--- src/rtl/simmem_delay_releaser.sv ---
// Release side of a simulated-memory response bank.
// Each bank address (slot) receives a delay from the delay calculator, counts it
// down, then raises its release enable until the bank reports the release.
//
// Ports:
//   clk_i, rst_i        clock, synchronous active-high reset
//   entry_valid_i/ready_o, entry_iid_i, entry_delay_i
//                       delay entry handshake (ready is combinational)
//   stall_i             freezes all countdowns
//   release_en_o        multi-hot, slot may be released by the bank
//   released_onehot_i   one-hot, bank released that address this cycle
//   pending_o, busy_o   slot occupancy (COUNTING or RELEASABLE) and its OR
//   error_o             sticky protocol-violation flag
module simmem_delay_releaser #(
  parameter  int unsigned NumSlots = 8,
  parameter  int unsigned DelayW   = 8,
  localparam int unsigned IidW     = $clog2(NumSlots)
) (
  input  logic                clk_i,
  input  logic                rst_i,
  input  logic                entry_valid_i,
  output logic                entry_ready_o,
  input  logic [IidW-1:0]     entry_iid_i,
  input  logic [DelayW-1:0]   entry_delay_i,
  input  logic                stall_i,
  output logic [NumSlots-1:0] release_en_o,
  input  logic [NumSlots-1:0] released_onehot_i,
  output logic [NumSlots-1:0] pending_o,
  output logic                busy_o,
  output logic                error_o
);

  typedef enum logic [1:0] {
    S_IDLE       = 2'd0,
    S_COUNTING   = 2'd1,
    S_RELEASABLE = 2'd2
  } slot_state_e;

  logic [NumSlots-1:0] idle_vec;
  logic                accept;
  logic                wrong_release;
  logic                multi_release;
  logic                error_q;

  // Ready depends only on the addressed slot, never on valid.
  assign entry_ready_o = idle_vec[entry_iid_i];
  assign accept        = entry_valid_i && entry_ready_o;

  for (genvar k = 0; k < NumSlots; k++) begin : g_slot
    slot_state_e       state_q, state_d;
    logic [DelayW-1:0] cnt_q, cnt_d;
    logic              accept_k;

    assign accept_k = accept && (entry_iid_i == IidW'(k));

    // Slot state and counter register.
    always_ff @(posedge clk_i) begin
      if (rst_i) begin
        state_q <= S_IDLE;
        cnt_q   <= '0;
      end else begin
        state_q <= state_d;
        cnt_q   <= cnt_d;
      end
    end

    // Next state: the counter reaching 2 and decrementing marks the delay as elapsed.
    always_comb begin
      state_d = state_q;
      cnt_d   = cnt_q;
      case (state_q)
        S_IDLE: begin
          if (accept_k) begin
            cnt_d   = entry_delay_i;
            state_d = (entry_delay_i > DelayW'(1)) ? S_COUNTING : S_RELEASABLE;
          end
        end
        S_COUNTING: begin
          if (!stall_i) begin
            if (cnt_q > DelayW'(1)) cnt_d = cnt_q - DelayW'(1);
            if (cnt_q <= DelayW'(2)) state_d = S_RELEASABLE;
          end
        end
        S_RELEASABLE: begin
          if (released_onehot_i[k]) state_d = S_IDLE;
        end
        default: state_d = S_IDLE;
      endcase
    end

    assign idle_vec[k]     = (state_q == S_IDLE);
    assign release_en_o[k] = (state_q == S_RELEASABLE);
    assign pending_o[k]    = (state_q != S_IDLE);
  end

  assign busy_o = |pending_o;

  // Release pulses for non-releasable slots, or more than one pulse at once.
  assign wrong_release = |(released_onehot_i & ~release_en_o);
  assign multi_release = |(released_onehot_i & (released_onehot_i - NumSlots'(1)));

  // Sticky error flag.
  always_ff @(posedge clk_i) begin
    if (rst_i) error_q <= 1'b0;
    else       error_q <= error_q | wrong_release | multi_release;
  end

  assign error_o = error_q;

endmodule

--- config.mk ---
export PLATFORM = sky130hd
export DESIGN_NAME = simmem_delay_releaser
export DESIGN_NICKNAME = d
export VERILOG_FILES = /design/src/rtl/simmem_delay_releaser.sv
export SDC_FILE = /design/constraint.sdc
export NUM_CORES = 1
export LEC_CHECK = 0
export CAP_MARGIN = 15
export CORE_MARGIN = 2
export CORE_UTILIZATION = 45
export CTS_BUF_LIST = sky130_fd_sc_hd__clkbuf_4 sky130_fd_sc_hd__clkbuf_8
export DETAILED_ROUTE_END_ITERATION = 16
export GPL_TIMING_DRIVEN = 0
export MAX_ROUTING_LAYER = met4
export PLACE_DENSITY_LB_ADDON = 0.2
export SLEW_MARGIN = 10
export SYNTH_ARGS = -nofsm -noshare
export SYNTH_HDL_FRONTEND = slang
export SYNTH_SLANG_ARGS = --single-unit
--- constraint.sdc ---
create_clock -name clk_i -period 2.38 [get_ports clk_i]
set_input_delay 0.238 -clock clk_i [delete_from_list [all_inputs] [get_ports clk_i]]
set_output_delay 0.238 -clock clk_i [all_outputs]
set_load 0.01 [all_outputs]
* Yosys cells after proc, flatten, opt, wreduce, memory -nomap -nowiden
Index checks and enable logic that the tools add are counted.
** Operators by class
- Eq/ne operators :: 63
- Add/subtract/negate cells :: 9
- Bitwise logic cells :: 5
- Mux-type cells :: 75
- Reductions and logical operators :: 53
- Magnitude comparators :: 18
** Operators with widths (number)
- 2-to-1 mux 8 bit :: 24
- case mux 8 bit (2 select lines) :: 8
- greater-than comparator 8 x 1 -> 1 bit (second input constant) :: 9
- subtractor 8 x 1 -> 8 bit (second input constant) :: 9
- 2-to-1 mux 2 bit :: 33
- <= comparator 8 x 2 -> 1 bit (second input constant) :: 8
- AND reduction 4 bit :: 16
- != test 2 bit (second input constant) :: 24
- case mux 2 bit (3 select lines) :: 8
- != test 2 x 1 -> 1 bit (second input constant) :: 16
- nonzero test 2 bit :: 16
- OR reduction 8 bit :: 3
- AND 8 bit :: 2
- equality test 2 x 1 -> 1 bit (second input constant) :: 8
- equality test 2 bit (second input constant) :: 8
- logical NOT 2 bit :: 8
- equality test 3 bit (second input constant) :: 4
- logical AND 1 bit :: 9
- NOT 8 bit :: 1
- equality test 3 x 2 -> 1 bit (second input constant) :: 2
- < comparator 3 x 4 -> 1 bit (second input constant) :: 1
- binary-select mux 1 bit (select 3 bit) :: 1
- equality test 3 x 1 -> 1 bit (second input constant) :: 1
- logical NOT 3 bit :: 1
- 2 further kinds :: 3
** Word-level totals
- Bits of input ports :: 23
- Register bits :: 81

* Logic depth before layout (Yosys ltp)
Gate-level depths: netlist of run 1.
- Depth in word-level cells :: 7
- Mapped depth :: 8
- Mapped depth without buffers :: 7

* Least setup slack after synthesis of run 1
OpenSTA, ideal clock, no wires.
- Kind :: reg2reg
- Start :: register g_slot[0].cnt_q[0]
- End :: register g_slot[0].cnt_q[2]
- Setup slack :: 0.252 ns
- Path buffers :: 1
- Cell stages (with the launch flop) :: 9
- Data arrival time :: 2.012 ns
- Library setup time :: 0.116 ns
- Clock period less this slack :: 2.128 ns
- Cell sequence :: dfxtp_1 inv_1 ha_1 or2_2 a311oi_1 o21ba_2 clkbuf_1 o21ai_0 a31o_2
** On the way
- Cells in the longest elaborated chain, start to end :: 4
- Elaborated cells between the ends (all ways) :: 7
- Classes of those cells :: 1 x add/sub; 1 x order compare; 1 x eq/ne; 3 x mux; 1 x reduce/logical
** RTL lines
- start, declared :: line 51 : logic [DelayW-1:0] cnt_q, cnt_d;
- start signal, assigned :: line 63 : cnt_q <= cnt_d;
- subtractor 8 x 1 -> 8 bit :: line 80 : if (cnt_q > DelayW'(1)) cnt_d = cnt_q - DelayW'(1);
- 2-to-1 mux 8 bit :: line 80
- 2-to-1 mux 8 bit :: line 79 : if (!stall_i) begin
- case mux 8 bit (2 select lines) :: line 71 : case (state_q)
Parallel ways exist; a longest one is shown, timed or not. The select of a mux whose other input is x is not followed.
A chain may end at the register's enable or synchronous reset.

* Final worst setup path of run 1
- Start :: register g_slot[2].state_q[1]
- End :: output port entry_ready_o
** On the way
- Cells in the longest elaborated chain, start to end :: 3
** RTL lines
- start, declared :: line 50 : slot_state_e state_q, state_d;
- start signal, assigned :: line 62 : state_q <= state_d;
- logical NOT 2 bit :: line 91 : assign idle_vec[k] = (state_q == S_IDLE);
- binary-select mux 1 bit (select 3 bit) :: line 46 : assign entry_ready_o = idle_vec[entry_iid_i];
- 2-to-1 mux 1 bit (implied by the code) :: line 46
- end, declared :: line 22 : output logic entry_ready_o,
Every way passes these cells. The select of a mux whose other input is x is not followed.

==> results of run 1 <==
-- area by class of cell --
| type | count | area [um^2] |
|---|---|---|
| buffer | 49 | 216 |
| clock buffer | 16 | 176 |
| fill | 1152 | 5690 |
| inverter | 35 | 131 |
| multi-input combinational | 598 | 3670 |
| sequential | 81 | 1620 |
| tap | 168 | 210 |
| timing repair buffer | 35 | 343 |
-- logic make-up (layout without fill, tap and decap cells) --
group,after synthesis,count (layout),synth area share
compound gates,276,276,0.319
flops,81,81,0.291
mux,6,6,0.0130
fa+ha+maj,24,24,0.0538
buf+inv,86,135,0.0623
simple gates,292,292,0.261
-- path summary, 6_finish.rpt --
kind                                          start                           endpoint  slack [ns]
hold reg to reg     g_slot[7].cnt_q[7]$_SDFFE_PP0P_    g_slot[7].cnt_q[7]$_SDFFE_PP0P_        0.48
setup / recovery  g_slot[2].state_q[1]$_SDFFE_PP0P_                      entry_ready_o        0.04
hold / removal                       entry_iid_i[0]  g_slot[0].state_q[0]$_SDFFE_PP0P_        0.34
setup reg to reg    g_slot[0].cnt_q[0]$_SDFFE_PP0P_    g_slot[0].cnt_q[2]$_SDFFE_PP0P_        0.17
-- worst register-to-register path: cells and delay by family, from the launching register on --
family / cells / cell delay, ns
compound gates: 4 / 0.98
fa+ha+maj: 1 / 0.28
buf+inv: 1 / 0.10
flops: 1 / 0.44
simple gates: 1 / 0.31
-- layout by cell type (no fill, tap or decap), types with 5 or more instances in the layout --
cell	Yosys	layout
o211ai_1	7	7
clkbuf_8	0	9
clkdlybuf4s50_1	0	31
clkbuf_4	0	7
a21oi_1	86	86
inv_1	34	34
nor3_1	28	28
dfxtp_1	81	80
o32ai_1	13	13
o31a_1	5	5
clkbuf_2	0	6
o31ai_1	6	6
o21a_1	11	11
a21boi_0	9	9
or2_2	18	17
or4_1	5	5
o21ai_0	69	68
nand2_1	87	87
a311oi_1	7	6
nand2b_1	23	23
nand3_1	7	7
a22oi_1	7	7
clkbuf_1	42	33
nor2b_1	16	16
nor4_1	19	15
mux2i_1	5	5
o41ai_1	9	9
ha_1	24	24
nor3b_1	5	5
or3_1	7	7
nor2_1	58	57
-- sequential cells by signal, indices dropped and copies added (netlist names) --
register        count
error_o             1
g_slot.state_q     16
g_slot.cnt_q       64
-- what timing repair did --
action,4_1_cts,5_1_grt
pin swaps,0,1
setup endpoints to repair,7,31
endpoints found under the hold margin,0,0
buffers inserted,0,2
gates resized for setup,6,20
-- power by group --
| part | total [mW] | internal (mW) | leakage (nW) | switching (mW) |
|---|---|---|---|---|
| combinational | 0.724 | 0.273 | 1.63 | 0.452 |
| clock | 0.975 | 0.464 | 0.0969 | 0.511 |
| sequential | 1.45 | 1.40 | 0.657 | 0.0539 |
| total | 3.15 | 2.14 | 2.38 | 1.02 |
-- per-layer routing --
layer / share of wire / global-route usage
met5: 0 / -
met3: 0.080 / 0.0474
met2: 0.45 / 0.438
met4: 0.034 / 0.145
met1: 0.44 / 0.392
==> key figures, run 1 <==
Status
  • Outcome: completed

Synth
  • Most numerous cell in the Yosys netlist: nand2_1
  • Fraction of registers with async set/reset: 0
  • Mapped cell area: 5580 um^2
  • Post-synth top area cell: dfxtp_1
  • Synthesized flop and latch total: 81
  • Synth top cells by count: nand2_1, a21oi_1, dfxtp_1
  • EDFF count, synth: 0
  • Syn Nets: 812
  • Register area share after synthesis: 0.291
  • Synth Instances: 765
  • Top post-synthesis cells by area: dfxtp_1, a21oi_1, o21ai_0
  • Post-synth top area share: 0.291
  • Synth Area per Inst: 7.30 um^2
  • Yosys Warn Count: 0
  • Main synth FF type: dfxtp_1
  • Post-synthesis cell type count: 69

Pwr
  • Power Dens Cells: 495 nW/um^2
  • VDD IR-drop max: 0.000296 V
  • Pwr Total: 3.15 mW
  • LEAKAGE: 2.38 nW

STA
  • Final WS setup: 0.0401 ns
  • Fin. max-slew vios: 0
  • Unrepaired setup endpoints after global routing: no
  • Setup TNS: 0 ns
  • Fmax: 427 MHz
  • Endpoints failing setup: 0
  • Hold_ws: 0.341 ns
  • Period utilisation layout: 0.983
  • Minimum clock period: 2.34 ns
  • Worst-Margin Slew: 0.935 ns
  • Endpoints failing hold: 0
  • Rel. slew slack: 0.377
  • Clock skew: 0.00883 ns

Setup path
  • Critical path depth in cells: 4
  • R2R depth: 7
  • Worst path cell trace: or2_2 -> mux4_2 -> o21ai_2 -> dlygate4sd2_1
  • CP Data Required Time: 2.14 ns
  • Worst Path Buf+Inv: 1
  • Startpoint types: flop
  • Worst-path fanout max: 7
  • Crit-path slowest cell: mux4_2
  • Worst path top cell family by delay: multiplexers
  • WS Path Type: reg2out
  • Worst EP arrival: 2.10 ns
  • Critical Path Max Stage Delay: 0.49 ns
  • Critical path endpoint category: primary output

Min path
  • Hold path depth: 5
  • HP Class: in2reg

Placement
  • Buffers on Ports: 33
  • Post-Place Worst Slack: -0.318 ns
  • Placed instance area: 6120 um^2
  • Placed instance count: 966
  • Post-detail-place hpwl: 13.1 mm
  • RD Place Congestion: 0.958

Floorplanning
  • Cell Rows: 40
  • Chip Height: 115 um
  • Die area: 13,300 um^2
  • Core Area: 12,100 um^2
  • Ports: 42
  • Initial Util: 0.463
  • Die width: 115 um

Global route
  • Initial antenna violation count: 0
  • First-pass GRT wire length: 29.4 mm
  • Largest net degree at the start of global routing: 12
  • Total gr overflow: 0
  • Total GRT Usage: 0.296
  • Vias in the first global route: 5,614

Drt
  • Vias per cell: 6.20
  • Initial DRC Count: 527
  • Final wirelength: 18.6 mm
  • Detail Route Antenna Nets: 0
  • Vias: 6,089
  • DRC Markers: 0
  • DRT Pass-1 Iters: 4
  • Avg WL per Cell: 19.0 um

Final layout
  • Fin util: 0.528
  • Layout cells sized above 1: 0.0848
  • Post-layout nets: 856
  • Layout Cells excl Fill: 982
  • Final instance area: 6370 um^2
  • Layout area overhead: 14.1%
  • Ant. Diodes: 0

CTS
  • CTS Buf Count: 9
  • Clock root cell: clkbuf_8
  • CTS tree: built
  • H-Tree Depth: 3
  • Worst-skew pair later-pin latency: 0.37 ns
  • CTS Hold Bufs: 0
  • Num Clock Sinks: 81
  • CTS Buffer Depth: 2
  • Clock transition at path regs: 0.08 ns

Run
  • Max_cap viols: 0
Note: power is estimated with default switching activity, not from simulation.
==> run 2, diff against run 1 <==
Settings changed: CTS_CLUSTER_SIZE from default to 24.
==> results of run 2 <==
Same layout as run 1: the final DEF is identical, and so are final timing and power.
==> run 3, diff against run 2 <==
Settings changed: ABC_AREA from default to 1.
==> run 3 against run 2 <==
Effect of this change:
- core utilization is 1.9 points lower
- first-iteration DRC count is 15% lower
- global-route usage is 5.7 points lower
- clock skew hardly changed
- non-clock buffer count is 19 lower
- design area is 15% higher
- cell count is 37% higher
- fmax is 2.8% higher
- clock power is 9.7% higher
- combinational power grew to 6.9 times the previous value
- sequential share of layout area is 3.3 points lower
- critical endpoint is now g_slot[1].state_q[0]$_SDFFE_PP0P_
- highest routed layer unchanged
==> key figures, run 3 <==
Drt
  • Initial DRC Count: 450
  • Detail Route Antenna Nets: 0
  • Vias per cell: 4.98
  • DRT Pass-1 Iters: 5
  • DRC Markers: 0
  • Avg WL per Cell: 13.6 um
  • Vias: 6,688
  • Final wirelength: 18.3 mm

STA
  • Fmax: 439 MHz
  • Final WS setup: 0.103 ns
  • Endpoints failing setup: 0
  • Fin. max-slew vios: 0
  • Rel. slew slack: 0.452
  • Clock skew: 0.00869 ns
  • Period utilisation layout: 0.957
  • Worst-Margin Slew: 0.821 ns
  • Endpoints failing hold: 0
  • Unrepaired setup endpoints after global routing: no
  • Minimum clock period: 2.28 ns

CTS
  • Post-CTS Setup Inserts: 0
  • CTS tree: built
  • Clock root cell: clkbuf_8
  • CTS Buffer Depth: 2
  • Num Clock Sinks: 81
  • H-Tree Depth: 3
  • CTS Buf Count: 9
  • Worst-skew pair later-pin latency: 0.38 ns
  • Clock transition at path regs: 0.09 ns

Floorplanning
  • Cell Rows: 44
  • Chip Height: 124 um
  • Die area: 15,500 um^2
  • Initial Util: 0.455
  • Ports: 42
  • Die width: 124 um
  • Core Area: 14,400 um^2

Pwr
  • VDD IR-drop max: 0.000536 V
  • Power Dens Cells: 1120 nW/um^2
  • LEAKAGE: 3.77 nW

Synth
  • Fraction of registers with async set/reset: 0
  • Yosys Warn Count: 0
  • Most numerous cell in the Yosys netlist: nand2_1
  • Post-synth top area cell: dfxtp_1
  • Register area share after synthesis: 0.248
  • Top post-synthesis cells by area: dfxtp_1, nand2_1, nor2_1
  • Synth Area per Inst: 5.90 um^2
  • Post-synth top area share: 0.248
  • Post-synthesis cell type count: 34
  • Main synth FF type: dfxtp_1
  • Mapped cell area: 6530 um^2
  • Synth top cells by count: nand2_1, nor2_1, inv_1
  • Synth Instances: 1,107
  • Synthesized flop and latch total: 81
  • Syn Nets: 1,154
  • EDFF count, synth: 0

Global route
  • Total gr overflow: 0
  • Largest net degree at the start of global routing: 13
  • Initial antenna violation count: 0
  • Total GRT Usage: 0.240
  • Vias in the first global route: 5,801
  • First-pass GRT wire length: 28.7 mm

Final layout
  • Layout cells sized above 1: 0.0725
  • Largest Register: g_slot.cnt_q
  • Most common cell after layout, fill and taps aside: nand2_1
  • Filler Cell Count: 1,514
  • Layout area overhead: 12.0%
  • Post-layout nets: 1,200
  • Reg area: 1620 um^2
  • Max reg flops: 64
  • Most frequent cells in the layout: nand2_1, nor2_1, inv_1, o21ai_0, dfxtp_1
  • Ant. Diodes: 0
  • Fin util: 0.509
  • Area occupied by multi-input gates: 4020 um^2

Status
  • Outcome: completed

Setup path
  • R2R Path End: g_slot[5].cnt_q[4]$_SDFFE_PP0P_
  • Critical Path Max Stage Delay: 0.66 ns
  • Worst-path fanout max: 9
  • R2R depth: 9
  • Reg2reg setup slack: 0.52 ns
  • Worst Path Buf+Inv: 3
  • WS Path Type: in2reg
  • Worst path cell trace: clkdlybuf4s50_1 -> inv_1 -> nand2_1 -> nor2_2 -> inv_1 -> nand2_1 -> nand4_1 -> nand2_1 -> nor2_1
  • Worst EP arrival: 2.56 ns
  • Startpoint types: input pin
  • CP Data Required Time: 2.66 ns
  • Reg2reg start: g_slot[5].cnt_q[0]$_SDFFE_PP0P_
  • Worst path top cell family by delay: buffers and inverters
  • Critical path endpoint category: flop
  • Crit-path slowest cell: clkdlybuf4s50_1
  • Top cell by count, worst path: nand2_1

Min path
  • Hold path depth: 2
  • Hold endpoint: error_o$_SDFF_PP0_
  • Worst hold start: rst_i
  • HP Class: in2reg

Placement
  • Post-detail-place hpwl: 13.4 mm
  • RD Place Congestion: 0.909
  • Post-Place Worst Slack: -0.552 ns
  • Buffers on Ports: 35

Run
  • Max_cap viols: 0
## run 3: changes by cell type after synthesis, moves of 16 or more
| cell | delta |
|---|---|
| nand2_1 | +190 |
| nor2_1 | +181 |
| inv_1 | +141 |
| a21oi_1 | -56 |
| nand4_1 | +42 |
| clkbuf_1 | -34 |
| nor3_1 | -25 |
| nand2b_1 | -23 |
| nand3_1 | +21 |
| o21ai_0 | +21 |
| or2_2 | -17 |
| nor2b_1 | -16 |
## run 3: worst max-delay path by stage
stage / from / slack (ns) / endpoint / cells past startpoint
global route: entry_delay_i[3] / 0.01 / g_slot[0].state_q[0]$_SDFFE_PP0P_ / 9
CTS: g_slot[3].state_q[1]$_SDFFE_PP0P_ / 0.14 / busy_o / 5
detailed placement: entry_delay_i[3] / -0.55 / g_slot[1].state_q[0]$_SDFFE_PP0P_ / 9
global placement: entry_delay_i[3] / -0.55 / g_slot[1].state_q[0]$_SDFFE_PP0P_ / 9
floorplan: g_slot[5].cnt_q[0]$_SDFFE_PP0P_ / 0.76 / g_slot[5].cnt_q[4]$_SDFFE_PP0P_ / 9
finish: entry_delay_i[3] / 0.10 / g_slot[1].state_q[0]$_SDFFE_PP0P_ / 9
## run 3: worst register-to-register path: cells and delay by family, from the launching register on
| family | cells | cell delay, ns |
|---|---|---|
| AO/OA/AOI/OAI | 1 | 0.18 |
| adder cells (fa/ha/maj) | 1 | 0.26 |
| buffers and inverters | 2 | 0.26 |
| flip-flops | 1 | 0.39 |
| AND/OR/NAND/NOR | 5 | 0.68 |
## run 3: kinds of logic (layout without fill, tap and decap cells)
logic type | after synthesis | count (layout) | synth area share
AND/OR/NAND/NOR | 636 | 636 | 0.437
buffers and inverters | 211 | 262 | 0.136
AO/OA/AOI/OAI | 147 | 147 | 0.122
flip-flops | 81 | 81 | 0.248
adder cells (fa/ha/maj) | 24 | 24 | 0.0460
XOR/XNOR | 8 | 8 | 0.0107
## run 3: power by group
group          switching, mW  total, mW  internal, mW
sequential             0.376       2.13          1.76
combinational           3.16       4.98          1.82
clock                  0.525       1.07         0.546
total                   4.06       8.18          4.12
## run 3: timing repair
action | 4_1_cts | 5_1_grt
endpoints found under the setup margin | 8 | 0
hold endpoints to repair | 0 | 0
gates resized for setup | 1 | 0
hold buffers | 0 | 0
## run 3: per-layer routing
metal	up-vias	GRT usage	part of all wire
li1	3561	-	-
met1	2979	0.312	0.49
met2	126	0.382	0.45
met3	22	0.0498	0.045
met4	0	0.0595	0.015
met5	-	-	0
## run 3: area by class of cell
type / count / share of cell area
Inverter: 181 / 0.0929
Multi-Input combinational cell: 815 / 0.550
Timing Repair Buffer: 35 / 0.0479
Buffer: 30 / 0.0289
Clock buffer: 13 / 0.0219
Clock inverter: 3 / 0.00547
Tap cell: 184 / 0.0315
Sequential cell: 81 / 0.222
## run 3: per-stage QoR
stage	cell area [um^2]	total power, mW	std cells	hold WS, ns	setup TNS (ns)
after floorplan	6530	5.95	1107	0.310	0
after global placement	7110	7.04	1326	0.520	-5.55
after detailed placement	7110	7.08	1326	0.522	-5.51
after CTS	7320	8.19	1342	0.429	0
after global routing	7320	9.04	1342	0.453	0
final	7320	8.18	1342	0.446	0
